==> src/rtl/phosphor_pkg.sv <==
// Shared pixel-word layout and FSM encoding for the phosphor ring buffer
// and the tap reader.
package phosphor_pkg;

  localparam int WORD_W = 32;
  localparam int LUMA_W = 12;
  localparam int X_W    = 10;
  localparam int Y_W    = 10;
  localparam int TAP_N  = 8;
  localparam int IDX_W  = 3;
  localparam int SNAP_W = WORD_W * TAP_N;

  localparam int LUMA_LSB = 0;
  localparam int X_LSB    = 12;
  localparam int Y_LSB    = 22;

  typedef enum logic [1:0] {
    ST_IDLE = 2'd0,
    ST_SCAN = 2'd1,
    ST_EMIT = 2'd2
  } state_e;

  // Field order matches the bit positions above, msb first.
  typedef struct packed {
    logic [Y_W-1:0]    y;
    logic [X_W-1:0]    x;
    logic [LUMA_W-1:0] luma;
  } pixel_t;

  function automatic pixel_t unpack_word(logic [WORD_W-1:0] w);
    return pixel_t'(w);
  endfunction

endpackage

==> src/rtl/phosphor_decay_calc.sv <==
// Splits a pixel word and applies per-tap decay (luma >> tap index);
// emit is high when the decayed luma reaches the threshold.
module phosphor_decay_calc
  import phosphor_pkg::*;
#(
  parameter logic [LUMA_W-1:0] LUMA_MIN = 12'd1
) (
  input  logic [WORD_W-1:0] word,
  input  logic [IDX_W-1:0]  idx,
  output logic [X_W-1:0]    x,
  output logic [Y_W-1:0]    y,
  output logic [LUMA_W-1:0] luma,
  output logic              emit
);

  pixel_t px;

  assign px   = unpack_word(word);
  assign x    = px.x;
  assign y    = px.y;
  assign luma = px.luma >> idx;
  assign emit = (luma >= LUMA_MIN);

endmodule

==> src/rtl/phosphor_tap_reader.sv <==
// Snapshots eight ring-buffer taps and walks them oldest-last, offering
// each sufficiently bright decayed pixel over a valid/ready handshake.
module phosphor_tap_reader
  import phosphor_pkg::*;
#(
  parameter logic [LUMA_W-1:0] LUMA_MIN = 12'd1,
  parameter int                DROP_W   = 16
) (
  input  logic              clock,
  input  logic              reset,
  input  logic [SNAP_W-1:0] taps,
  input  logic              taps_valid,
  output logic              out_valid,
  input  logic              out_ready,
  output logic [X_W-1:0]    out_x,
  output logic [Y_W-1:0]    out_y,
  output logic [LUMA_W-1:0] out_luma,
  output logic              busy,
  output logic [DROP_W-1:0] drop_count
);

  state_e              state;
  state_e              state_nx;
  logic [IDX_W-1:0]    idx;
  logic [IDX_W-1:0]    idx_nx;
  logic [SNAP_W-1:0]   snap;
  logic                load;
  logic [WORD_W-1:0]   word;
  logic [X_W-1:0]      calc_x;
  logic [Y_W-1:0]      calc_y;
  logic [LUMA_W-1:0]   calc_luma;
  logic                calc_emit;
  logic                last;
  logic                drop;

  assign word = snap[idx*WORD_W +: WORD_W];
  assign last = (idx == IDX_W'(TAP_N - 1));
  assign drop = taps_valid && (state != ST_IDLE);

  phosphor_decay_calc #(
    .LUMA_MIN(LUMA_MIN)
  ) u_calc (
    .word(word),
    .idx (idx),
    .x   (calc_x),
    .y   (calc_y),
    .luma(calc_luma),
    .emit(calc_emit)
  );

  always_comb begin
    state_nx = state;
    idx_nx   = idx;
    load     = 1'b0;
    unique case (state)
      ST_IDLE: begin
        if (taps_valid) begin
          state_nx = ST_SCAN;
          idx_nx   = '0;
          load     = 1'b1;
        end
      end
      ST_SCAN: begin
        if (calc_emit) begin
          state_nx = ST_EMIT;
        end else if (last) begin
          state_nx = ST_IDLE;
        end else begin
          idx_nx = idx + 1'b1;
        end
      end
      ST_EMIT: begin
        if (out_ready) begin
          if (last) begin
            state_nx = ST_IDLE;
          end else begin
            state_nx = ST_SCAN;
            idx_nx   = idx + 1'b1;
          end
        end
      end
      default: state_nx = ST_IDLE;
    endcase
  end

  always_ff @(posedge clock) begin
    if (reset) begin
      state      <= ST_IDLE;
      idx        <= '0;
      snap       <= '0;
      out_valid  <= 1'b0;
      out_x      <= '0;
      out_y      <= '0;
      out_luma   <= '0;
      busy       <= 1'b0;
      drop_count <= '0;
    end else begin
      state <= state_nx;
      idx   <= idx_nx;
      busy  <= (state_nx != ST_IDLE);
      if (load) begin
        snap <= taps;
      end
      // Output registers only load from SCAN, so they hold through EMIT.
      if (state == ST_SCAN && calc_emit) begin
        out_valid <= 1'b1;
        out_x     <= calc_x;
        out_y     <= calc_y;
        out_luma  <= calc_luma;
      end else if (state == ST_EMIT && out_ready) begin
        out_valid <= 1'b0;
      end
      if (drop && drop_count != {DROP_W{1'b1}}) begin
        drop_count <= drop_count + 1'b1;
      end
    end
  end

endmodule
==> config.mk <==
export PLATFORM = sky130hd
export DESIGN_NAME = phosphor_tap_reader
export DESIGN_NICKNAME = d
export VERILOG_FILES = /design/src/rtl/phosphor_pkg.sv /design/src/rtl/phosphor_decay_calc.sv /design/src/rtl/phosphor_tap_reader.sv
export SDC_FILE = /design/constraint.sdc
export NUM_CORES = 1
export LEC_CHECK = 0
export CAP_MARGIN = 10
export CELL_PAD_IN_SITES_DETAIL_PLACEMENT = 0
export CELL_PAD_IN_SITES_GLOBAL_PLACEMENT = 1
export CORE_MARGIN = 4
export CORE_UTILIZATION = 36
export DETAILED_ROUTE_END_ITERATION = 10
export PLACE_DENSITY = 0.81
export SYNTH_ARGS = -nofsm -noshare
export SYNTH_HDL_FRONTEND = slang
export SYNTH_SLANG_ARGS = --single-unit
==> constraint.sdc <==
create_clock -name clock -period 2.76 [get_ports clock]
set_input_delay 0.552 -clock clock [delete_from_list [all_inputs] [get_ports clock]]
set_output_delay 0.552 -clock clock [all_outputs]
set_load 0.1 [all_outputs]
Yosys cells after proc, flatten, opt, wreduce, memory -nomap -nowiden
Cells that the tools add are included.
- flip-flop bits (word level): 311
- latch bits: 0
- bits in writable memories: 0
- bits in read-only memories: 0
- input bits: 260
- word-level logic and storage cells: 46
- memories kept: 0
- $add $sub $neg: 2
- multipliers: 0
- divide/modulo/power cells: 0
- $lt $le $gt $ge: 1
- equal/unequal tests: 7
- shifts and indexed selects: 2
- mux-type cells: 15
- bitwise gates (word level): 0
- reduce and logical (&&, ||, !) cells: 10
- operators by type and width (kind ; number):
    $shiftx A256 B9 Y32 ; 1
    $add A16 B1 Y16 const B ; 1
    $ne A16 B16 Y1 const B ; 1
    $ge A12 B1 Y1 const B ; 1
    $mux W3 ; 4
    $shr A12 B3 Y12 ; 1
    $pmux W3 S3 ; 1
    $mux W2 ; 4
    $ne A2 B2 Y1 const B ; 3
    $pmux W2 S3 ; 1
    $reduce_bool A2 Y1 ; 3
    $mux W1 ; 5
    $logic_and A1 B1 Y1 ; 4
    $reduce_and A4 Y1 ; 1
    $add A3 B1 Y3 const B ; 1
    $eq A3 B3 Y1 const B ; 1
    $reduce_bool A3 Y1 ; 1
    $eq A2 B1 Y1 const B ; 1
    $eq A2 B2 Y1 const B ; 1
    $logic_not A2 Y1 ; 1

Longest topological paths before layout
Gate-level depths: netlist of run 1.
- depth in word-level cells: 6
- gate-level depth with buffers: 12
- gate-level depth less buffers: 10

By module
Synthesis of run 1 repeated with hierarchy kept, for this count alone.
- cell total of the unflattened synthesis: 1625
- area, all modules: 13778.2 µm²
- modules (own cells, without submodules) (module ; times used ; cells an instance ; area each (µm²)):
    phosphor_tap_reader ; 1 ; 1513 ; 12954.9
    phosphor_decay_calc ; 1 ; 112 ; 823.3

Least setup slack after synthesis of run 1
No wires, ideal clock.
- path type: reg2reg
- from: reg drop_count[0]
- to: reg drop_count[11]
- arrival: 2.597 ns
- slack: 0.096 ns
- stages on the path, launching flop included: 10
- clock period less this slack: 2.664 ns
- path through: dfxtp_1 -> ha_1 -> nand2_1 -> nor2_1 -> a41oi_1 -> nand4_1 -> nor3_1 -> nand2_1 -> xor2_1 -> nor2_1
- cells in the longest elaborated chain, start to end: 2
- elaborated cells between the ends (all ways): 3
- RTL lines (what ; line ; text):
    start, declared ; phosphor_tap_reader.sv:19 ; output logic [DROP_W-1:0] drop_count
    start signal, assigned ; phosphor_tap_reader.sv:114 ; drop_count <= drop_count + 1'b1;
    parallel branches: the longest is 2 deep, another holds $add A16 B1 Y16 ; - ;
Parallel ways; which one is timed is not known.
A chain may end at the register's enable or synchronous reset.

Worst setup path after layout of run 1
- from: reg idx[0]
- to: reg out_y[8]
- cells in the longest elaborated chain, start to end: 4
- RTL lines (what ; line ; text):
    start, declared ; phosphor_tap_reader.sv:24 ; logic [IDX_W-1:0] idx;
    start signal, assigned ; phosphor_tap_reader.sv:99 ; idx <= idx_nx;
    $shiftx A256 B9 Y32 ; phosphor_tap_reader.sv:36 ; assign word = snap[idx*WORD_W +: WORD_W];
    $shr A12 B3 Y12 ; phosphor_decay_calc.sv:21 ; assign luma = px.luma >> idx;
    $ge A12 B1 Y1 ; phosphor_decay_calc.sv:22 ; assign emit = (luma >= LUMA_MIN);
    $logic_and A1 B1 Y1 ; phosphor_tap_reader.sv:105 ; if (state == ST_SCAN && calc_emit) begin
    end signal, assigned ; phosphor_tap_reader.sv:108 ; out_y <= calc_y;
    end, declared ; phosphor_tap_reader.sv:16 ; output logic [Y_W-1:0] out_y,
Several ways; a longest one is shown, not always the timed one.

==> run_results.csv, run 1 <==
group,metric,value,unit
layout,register_area,5794,µm²
route,drt-total-wl,39.83,mm
layout,drive_above_1_share,0.1392,
sta,fin_crit_sh,0.9595,
outcome,status,"finished clean",
route,drtIter0Drc,735,
pwr,intPower,10.16,mW
pwr,seq_power_share,0.325,
synthesis,syn_area,12500,µm²
global_route,grt_max_degree,104,
placed_design,post-place-ws,0.01245,ns
route,wl_per_cell,18.07,µm
critical_path,reg2reg_depth,10,
flow_run,maxCapViolCount,0,
route,drc,0,
layout,final_common_cell,"nand2_1",
route,wl_met2,17.33,mm
clock_network,htree_levels,2,
route,drt-met1-wl,19.26,mm
sta,slew_viol_final,0,
pwr,p_total,16.47,mW
route,highest_layer,"met5",
critical_path,path_class,"reg2reg",
synthesis,yosys.area.top_type,"dfxtp_1",
hold_path,hp-class,"reg2reg",
sta,relSlewSlack,0.6689,
critical_path,timing.rr.start,"idx[0]",
synthesis,ys_seq_area_frac,0.4627,
layout,nNetsFinal,2001,
critical_path,worst_setup_path_start_kind,"flip-flop",
floorplan,die_y,194.4,µm
clock_network,clk_path_buf_depth,3,
floorplan,io_pins,310,
critical_path,required,3.12,ns
critical_path,crit_end,"out_y[8]",
global_route,grt_pass1_vias,10940,
global_route,grt_pass1_wl,61.49,mm
synthesis,yosys.area.top_type_share,0.4627,
sta,holdWs,0.4492,ns
clock_network,clock_latency,0.51,ns
pwr,power.density,967.7,nW/µm²
sta,skew,0.02160,ns
sta,hold_viol_final,0,
sta,worst_pin_slew,0.4967,ns
synthesis,avgSynthCellArea,8.454,µm²
pwr,leakagePower,6.240,nW
placed_design,dp_hpwl,28.78,mm
critical_path,r2r_slack,0.11,ns
global_route,grt_overflow,0,
global_route,grt_usage,0.2006,
global_route,antenna_found_initial,5,
clock_network,clock_tree.root_cell,"clkbuf_16",
floorplan,die_x,194.4,µm
synthesis,synthFlopType,"dfxtp_1",
synthesis,synth_warnings,0,
pwr,max-vdd-ir-drop,0.5148,mV
synthesis,ys_types,66,
pwr,combPwrFrac,0.397,
critical_path,crit_start,"idx[0]",
route,vias,11140,
clock_network,cts.reportedPaths.clkPinSlew,0.06,ns
route,vias_per_cell,5.054,
layout,fin_util,0.5026,
floorplan,die_area,37780,µm²
clock_network,cts_tree,"done",
pwr,clockPowerShare,0.277,
route,wl_met3,2.463,mm
layout,final_cell_mix,"nand2_1 (531), dfxtp_1 (286), a21oi_1 (243)",
synthesis,ys_seq_elements,289,
synthesis,synth_area_leaders,"dfxtp_1 (46%), nand2_1 (16%), a21oi_1 (9.7%)",
floorplan,core-area,33870,µm²
critical_path,arrival,3.00,ns
layout,multiInputGateArea,6160,µm²
pwr,swShare,0.3834,
route,postRouteAntennaNets,0,
pwr,p_switching,6.315,mW
sta,fin_crit,2.648,ns
layout,area_delta_synth_final,36.14,%
synthesis,async_flop_share,0,
critical_path,cp_max_fo,21,
sta,setup_violations,0,
synthesis,synth_nets,1746,
route,dr.pass1.iters,5,
clock_network,cts.sinks,289,
layout,n_fill_cell,3253,
sta,fin_ws,0.1117,ns
placed_design,gp_congestion,0.8489,
clock_network,cts-hold-fix-buffers,0,
floorplan,rows,67,
floorplan,initial_core_util,0.3692,
synthesis,postSynthCellCount,1479,
clock_network,numCtsBuffers,34,
sta,max_freq,0.3776,GHz
critical_path,end_kind,"flip-flop",
placed_design,io_buffers,287,
critical_path,r2r_end,"out_y[8]",
synthesis,synth_edf_count,0,
registers in the layout, summed over array words and instances, names as in the netlist:
signal / cells
snap: 234
drop_count: 16
out_luma: 12
out_x: 10
out_y: 10
idx: 3
state: 2
busy: 1
out_valid: 1
logic make-up after synthesis:
kind of cell,after synthesis,synth area share
AND/OR/NAND/NOR,645,0.2043
AO/OA/AOI/OAI,309,0.1541
flip-flops,289,0.4627
buffers and inverters,132,0.04673
multiplexers,83,0.1153
XOR/XNOR,14,0.009806
adder cells (fa/ha/maj),7,0.007005
timing repair:
action	in CTS	in global routing
resized for setup	0	5
buffers inserted	0	9
setup endpoints to repair	0	35
critical path, cell delays in order (launching register included):
cell and delay [ns]:
dfxtp_4 0.36, buf_12 0.13, mux4_2 0.56, mux2_4 0.32, nand2_1 0.09, nand2_2 0.07, o32ai_4 0.32, a31oi_4 0.22
buf_12 0.22, nor2_1 0.13, a311oi_2 0.06
area by class of cell:
cell class                 count  share of cell area
clock inverter                 7            0.008527
antenna                        3           0.0004410
tap                          448             0.03293
sequential                   289              0.3404
clock buffer                  48             0.05785
multi-input combinational   1058              0.3619
inverter                      10            0.002205
timing repair buffer         341              0.1958
worst min path at each step:
stage,from,depth (start not counted),slack [ns],end
floorplan,snap[168],2,0.43,snap[168]
global placement,snap[223],2,0.44,snap[223]
detailed placement,snap[241],2,0.44,snap[241]
CTS,snap[241],2,0.45,snap[241]
global route,snap[254],2,0.47,snap[254]
finish,snap[154],2,0.45,snap[154]
Yosys cell counts (9+ instances only):
cell type / n
xor2_1: 10
dfxtp_1: 289
clkbuf_1: 95
nand2_1: 532
mux2i_1: 32
a21oi_1: 243
inv_1: 9
nand3_1: 9
a311oi_2: 20
nor2_1: 60
mux4_2: 48
layer usage:
metal,global-route usage,vias up
met2,0.2951,318
met3,0.04190,49
met4,0.04714,4
met5,0,-
li1,-,5490
met1,0.3025,5277
per-stage QoR:
stage	TNS, ns	area [µm²]	cells
after global placement	0	15760	2137
after floorplan	0	12500	1479
final	0	17020	2204
after detailed placement	0	15760	2137
after CTS	0	16890	2192
after global routing	-0.003907	17020	2204
power groups by stage:
stage	logic, mW	clock network (mW)	registers, mW
finish	6.54	4.57	5.36
global route	7.03	4.87	5.45
CTS	6.41	4.68	5.41
detailed placement	6.40	0	5.50
global placement	6.35	0	5.47
floorplan	3.29	0	6.68
Note: power is estimated with default switching activity, not from simulation.
==> run 2: changes to the inputs <==
--- a/config.mk
+++ b/config.mk
@@ -12,6 +12,8 @@
 export CORE_UTILIZATION = 36
 export DETAILED_ROUTE_END_ITERATION = 10
 export PLACE_DENSITY = 0.81
+export RECOVER_POWER = 25
 export SYNTH_ARGS = -nofsm -noshare
 export SYNTH_HDL_FRONTEND = slang
 export SYNTH_SLANG_ARGS = --single-unit
+export TNS_END_PERCENT = 10
==> run_results.csv, run 2 (synthesized netlist as in run 1, its figures left out) <==
group,metric,value,unit
outcome,status,"finished clean",
hold_path,min_from,"snap[154]",
critical_path,required,3.12,ns
pwr,intPower,9.991,mW
global_route,grt_max_degree,104,
flow_run,maxCapViolCount,0,
layout,final_common_cell,"nand2_1",
pwr,leakagePower,6.059,nW
clock_network,cts_tree,"done",
route,wl_per_cell,18.09,µm
critical_path,cp_max_fo,21,
critical_path,critPathSlowestCell,"mux4_2",
critical_path,path_class,"reg2reg",
pwr,combPwrFrac,0.391,
sta,max_freq,0.3770,GHz
critical_path,cpPeakStageDelay,0.56,ns
critical_path,worst_setup_path_start_kind,"flip-flop",
placed_design,gp_congestion,0.8489,
critical_path,r2r_end,"out_y[8]",
route,drc,0,
sta,slew_viol_final,0,
sta,skew,0.02316,ns
hold_path,hp-class,"reg2reg",
floorplan,die_area,37780,µm²
hold_path,min_delay_path_depth,2,
layout,largest_register,"snap",
pwr,clockPowerShare,0.280,
layout,largest_register_ffs,234,
global_route,grt_usage,0.2006,
clock_network,cts.reportedPaths.clkPinSlew,0.06,ns
sta,relSlewSlack,0.1040,
sta,fin_crit_sh,0.9611,
route,drtIter0Drc,755,
sta,hold_viol_final,0,
placed_design,dp_hpwl,28.78,mm
clock_network,clk_path_buf_depth,3,
clock_network,htree_levels,2,
floorplan,die_y,194.4,µm
floorplan,core-area,33870,µm²
floorplan,initial_core_util,0.3692,
layout,nNetsFinal,2001,
pwr,p_switching,6.312,mW
pwr,p_total,16.30,mW
sta,fin_crit,2.653,ns
sta,setup_violations,0,
sta,worst_pin_slew,1.350,ns
pwr,seq_power_share,0.329,
layout,area_delta_synth_final,34.82,%
critical_path,reg2reg_depth,10,
pwr,power.density,967.1,nW/µm²
global_route,grt_pass1_wl,61.49,mm
clock_network,cts.sinks,289,
route,drt-total-wl,39.88,mm
pwr,swShare,0.3872,
route,vias,11180,
global_route,grt_overflow,0,
global_route,antenna_found_initial,5,
global_route,grt_pass1_vias,10940,
sta,holdWs,0.4493,ns
clock_network,numCtsBuffers,34,
route,postRouteAntennaNets,0,
layout,drive_above_1_share,0.1141,
critical_path,timing.rr.start,"idx[0]",
floorplan,io_pins,310,
clock_network,clock_tree.root_cell,"clkbuf_16",
critical_path,arrival,3.01,ns
layout,final_cell_mix,"nand2_1 (531), dfxtp_1 (286), a21oi_1 (243)",
layout,top_regs,"snap (234), drop_count (16), out_luma (12)",
pwr,max-vdd-ir-drop,0.4767,mV
hold_path,hold_end,"snap[154]",
clock_network,cts-hold-fix-buffers,0,
critical_path,end_kind,"flip-flop",
route,vias_per_cell,5.074,
floorplan,die_x,194.4,µm
route,dr.pass1.iters,5,
critical_path,r2r_slack,0.11,ns
critical_path,cp_cell_sequence,"buf_12, mux4_2, mux2_4, nand2_1, nand2_2, o32ai_4, a31oi_4, buf_12, nor2_1, a311oi_2",
critical_path,crit_top_cell,"buf_12",
placed_design,io_buffers,287,
floorplan,rows,67,
clock_network,clock_latency,0.51,ns
-- run 2: cell types whose count changed in the layout (fill, tap and decap cells not counted) --
cell / delta
clkbuf_1: +43
buf_4: -43
and2_1: +1
and2_4: -1
-- run 2: area by class of cell --
type / count / area (µm²)
clock buffer: 48 / 984.7
tap: 448 / 560.5
antenna: 3 / 7.507
inverter: 10 / 37.54
timing repair buffer: 341 / 3171
fill: 3304 / 17010
sequential: 289 / 5794
multi-input combinational: 1058 / 6157
clock inverter: 7 / 145.1
-- run 2: timing repair --
item	in CTS	in global routing
buffers inserted	0	9
resized for setup	0	5
setup endpoints to repair	0	35
-- run 2: worst max path at each step --
stage / start / to / slack (ns)
after floorplan: drop_count[0] / drop_count[11] / 0.1
after global placement: idx[0] / idx[2] / 0.05
after detailed placement: idx[0] / out_luma[8] / 0.01
after CTS: idx[0] / out_luma[8] / 0.0008
after global routing: idx[0] / out_y[2] / -0.004
final: idx[0] / out_y[8] / 0.11
-- run 2: metrics by stage --
| step | setup TNS [ns] | worst slack, ns | instance area, µm² | utilization | std cells |
|---|---|---|---|---|---|
| after floorplan | 0 | 0.09633 | 12500 | - | 1479 |
| after global routing | -0.003907 | -0.003907 | 16860 | 0.4977 | 2204 |
| after global placement | 0 | 0.04833 | 15760 | 0.4655 | 2137 |
| after CTS | 0 | 0.0007883 | 16890 | 0.4988 | 2192 |
| final | 0 | 0.1074 | 16860 | 0.4977 | 2204 |
| after detailed placement | 0 | 0.01245 | 15760 | 0.4655 | 2137 |
-- run 2: critical path, delay by kind of cell (launching register included) --
family | cells | cell delay (ns)
AND/OR/NAND/NOR | 3 | 0.29
buffers and inverters | 2 | 0.37
AO/OA/AOI/OAI | 3 | 0.60
multiplexers | 2 | 0.88
flip-flops | 1 | 0.36
-- run 2: routing by layer --
layer / vias up / global-route usage / part of all wire
li1: 5493 / - / -
met1: 5298 / 0.3025 / 0.48
met2: 338 / 0.2951 / 0.43
met3: 49 / 0.04190 / 0.069
met4: 4 / 0.04714 / 0.019
met5: - / 0 / 0.00055
-- run 2: power groups by stage --
stage,clock network (mW),logic [mW],registers (mW)
6_report,4.57,6.37,5.36
5_1_grt,4.87,6.87,5.45
4_1_cts,4.68,6.41,5.41
3_5_place_dp,0,6.40,5.50
3_3_place_gp,0,6.35,5.47
2_1_floorplan,0,3.29,6.68
==> run 3: changes to the inputs <==
--- a/config.mk
+++ b/config.mk
@@ -10,9 +10,11 @@
 export CELL_PAD_IN_SITES_GLOBAL_PLACEMENT = 1
 export CORE_MARGIN = 4
 export CORE_UTILIZATION = 36
+export CTS_CLUSTER_DIAMETER = 40
 export DETAILED_ROUTE_END_ITERATION = 10
 export PLACE_DENSITY = 0.81
 export RECOVER_POWER = 25
+export SLEW_MARGIN = 20
 export SYNTH_ARGS = -nofsm -noshare
 export SYNTH_HDL_FRONTEND = slang
 export SYNTH_SLANG_ARGS = --single-unit
==> run_results.csv, run 3 (synthesized netlist as in run 1, its figures left out) <==
group,metric,value,unit
critical_path,required,3.13,ns
layout,largest_register_ffs,234,
flow_run,maxCapViolCount,0,
layout,final_cells,2225,
sta,fin_crit,2.653,ns
pwr,swShare,0.3786,
floorplan,io_pins,310,
floorplan,die_x,194.4,µm
global_route,grt_pass1_vias,11120,
layout,drive_above_1_share,0.1246,
critical_path,worst_setup_path_start_kind,"flip-flop",
sta,slew_viol_final,0,
route,wl_per_cell,18.08,µm
pwr,leakagePower,6.221,nW
critical_path,arrival,3.03,ns
pwr,p_switching,6.549,mW
layout,largest_register,"snap",
critical_path,crit_top_cell,"buf_12",
clock_network,clk_path_buf_depth,3,
critical_path,cp_max_fo,21,
route,vias_per_cell,5.048,
sta,skew,0.01707,ns
placed_design,gp_congestion,0.8489,
outcome,status,"finished clean",
layout,nNetsFinal,2008,
floorplan,die_y,194.4,µm
route,postRouteAntennaNets,0,
route,drtIter0Drc,690,
clock_network,clock_tree.root_cell,"clkbuf_16",
floorplan,initial_core_util,0.3692,
sta,max_freq,0.3770,GHz
clock_network,clock_latency,0.52,ns
sta,fin_crit_sh,0.9611,
route,vias,11230,
sta,tns,0,ns
sta,worst_pin_slew,1.345,ns
critical_path,cp_cell_sequence,"buf_12, mux4_2, mux2_4, nand2_1, nand2_2, o32ai_4, a31oi_4, buf_12, o21ai_1, a21oi_1",
pwr,seq_power_share,0.311,
floorplan,rows,67,
clock_network,cts.reportedPaths.clkPinSlew,0.05,ns
route,drc,0,
pwr,combPwrFrac,0.369,
sta,relSlewSlack,0.1073,
pwr,p_total,17.30,mW
critical_path,path_class,"reg2reg",
sta,setup_violations,0,
layout,final_common_cell,"nand2_1",
clock_network,htree_levels,2,
placed_design,dp_hpwl,28.78,mm
pwr,max-vdd-ir-drop,0.6137,mV
pwr,power.density,1006,nW/µm²
placed_design,io_buffers,287,
critical_path,end_kind,"flip-flop",
route,drt-total-wl,40.24,mm
layout,top_regs,"snap (234), drop_count (16), out_luma (12)",
layout,final_cell_mix,"nand2_1 (531), dfxtp_1 (286), a21oi_1 (243)",
global_route,grt_max_degree,104,
critical_path,cpPeakStageDelay,0.55,ns
placed_design,dp.cells,2137,
floorplan,die_area,37780,µm²
global_route,antenna_found_initial,5,
floorplan,core-area,33870,µm²
clock_network,numCtsBuffers,42,
critical_path,critPathSlowestCell,"mux4_2",
route,dr.pass1.iters,5,
clock_network,cts.sinks,289,
global_route,grt_pass1_wl,62.04,mm
global_route,grt_usage,0.2020,
hold_path,hp-class,"in2reg",
layout,n_fill_cell,3257,
pwr,intPower,10.75,mW
layout,area_delta_synth_final,37.50,%
sta,hold_viol_final,0,
clock_network,cts_tree,"done",
pwr,clockPowerShare,0.320,
global_route,grt_overflow,0,
==> run 3: changes by cell type in the layout (fill, tap and decap cells not counted), moves of 2 or more <==
| cell | previous run | this run |
|---|---|---|
| clkinv_4 | 1 | 3 |
| buf_4 | 45 | 47 |
| bufinv_16 | 4 | 6 |
| buf_6 | 3 | 1 |
| clkbuf_8 | 6 | 2 |
| clkinvlp_4 | 1 | 5 |
| clkbuf_16 | 35 | 45 |
| buf_8 | 1 | 3 |
| clkinv_2 | 0 | 6 |
==> run 3: worst max-delay path: cells and delay by family (launching register included) <==
family,cells,cell delay [ns]
flip-flops,1,0.38
AND/OR/NAND/NOR,2,0.16
AO/OA/AOI/OAI,4,0.76
multiplexers,2,0.87
buffers and inverters,2,0.35
==> run 3: final cells by class <==
class	count	area, µm²	share of cell area
Antenna cell	3	7.507	0.0004367
Clock buffer	55	1184	0.06885
Clock inverter	22	289.0	0.01681
Inverter	10	37.54	0.002183
Multi-Input combinational cell	1058	6153	0.3579
Sequential cell	289	5794	0.3370
Tap cell	448	560.5	0.03261
Timing Repair Buffer	340	3166	0.1841
==> run 3: power by group through the flow <==
stage	combinational (mW)	clock (mW)	sequential (mW)
CTS	6.42	5.65	5.42
global placement	6.35	0	5.47
floorplan	3.29	0	6.68
global route	6.87	5.84	5.46
finish	6.38	5.54	5.37
detailed placement	6.40	0	5.50
==> run 3: worst paths after layout <==
| kind | slack (ns) | endpoint | depth (start not counted) | startpoint |
|---|---|---|---|---|
| worst min-delay path | 0.44 | drop_count[10] | 2 | reset |
| worst min register to register | 0.45 | snap[154] | 2 | snap[154] |
| worst max register to register | 0.11 | idx[2] | 10 | idx[0] |
| worst max-delay path | 0.11 | idx[2] | 10 | idx[0] |
==> run 3: layer usage <==
metal / part of all wire / vias to the layer above / global-route usage
li1: - / 5527 / -
met4: 0.018 / 4 / 0.04844
met1: 0.48 / 5312 / 0.3007
met3: 0.064 / 49 / 0.04259
met5: 0.00077 / - / 0
met2: 0.44 / 340 / 0.3011
==> run 3: repair_timing <==
action / 4_1_cts / 5_1_grt
gates resized for setup: 0 / 6
hold buffers: 0 / 0
endpoints found under the setup margin: 0 / 35
setup buffers: 0 / 8
==> run 3: per-stage QoR <==
| step | area, µm² | util | hold WS, ns | setup slack [ns] |
|---|---|---|---|---|
| 4_1_cts | 17240 | 0.5089 | 0.4287 | 0.008955 |
| 6_report | 17190 | 0.5076 | 0.4363 | 0.1075 |
| 2_1_floorplan | 12500 | - | 0.4318 | 0.09633 |
| 3_5_place_dp | 15760 | 0.4655 | 0.4431 | 0.01245 |
| 5_1_grt | 17190 | 0.5076 | 0.4691 | -0.003218 |
| 3_3_place_gp | 15760 | 0.4655 | 0.4388 | 0.04833 |
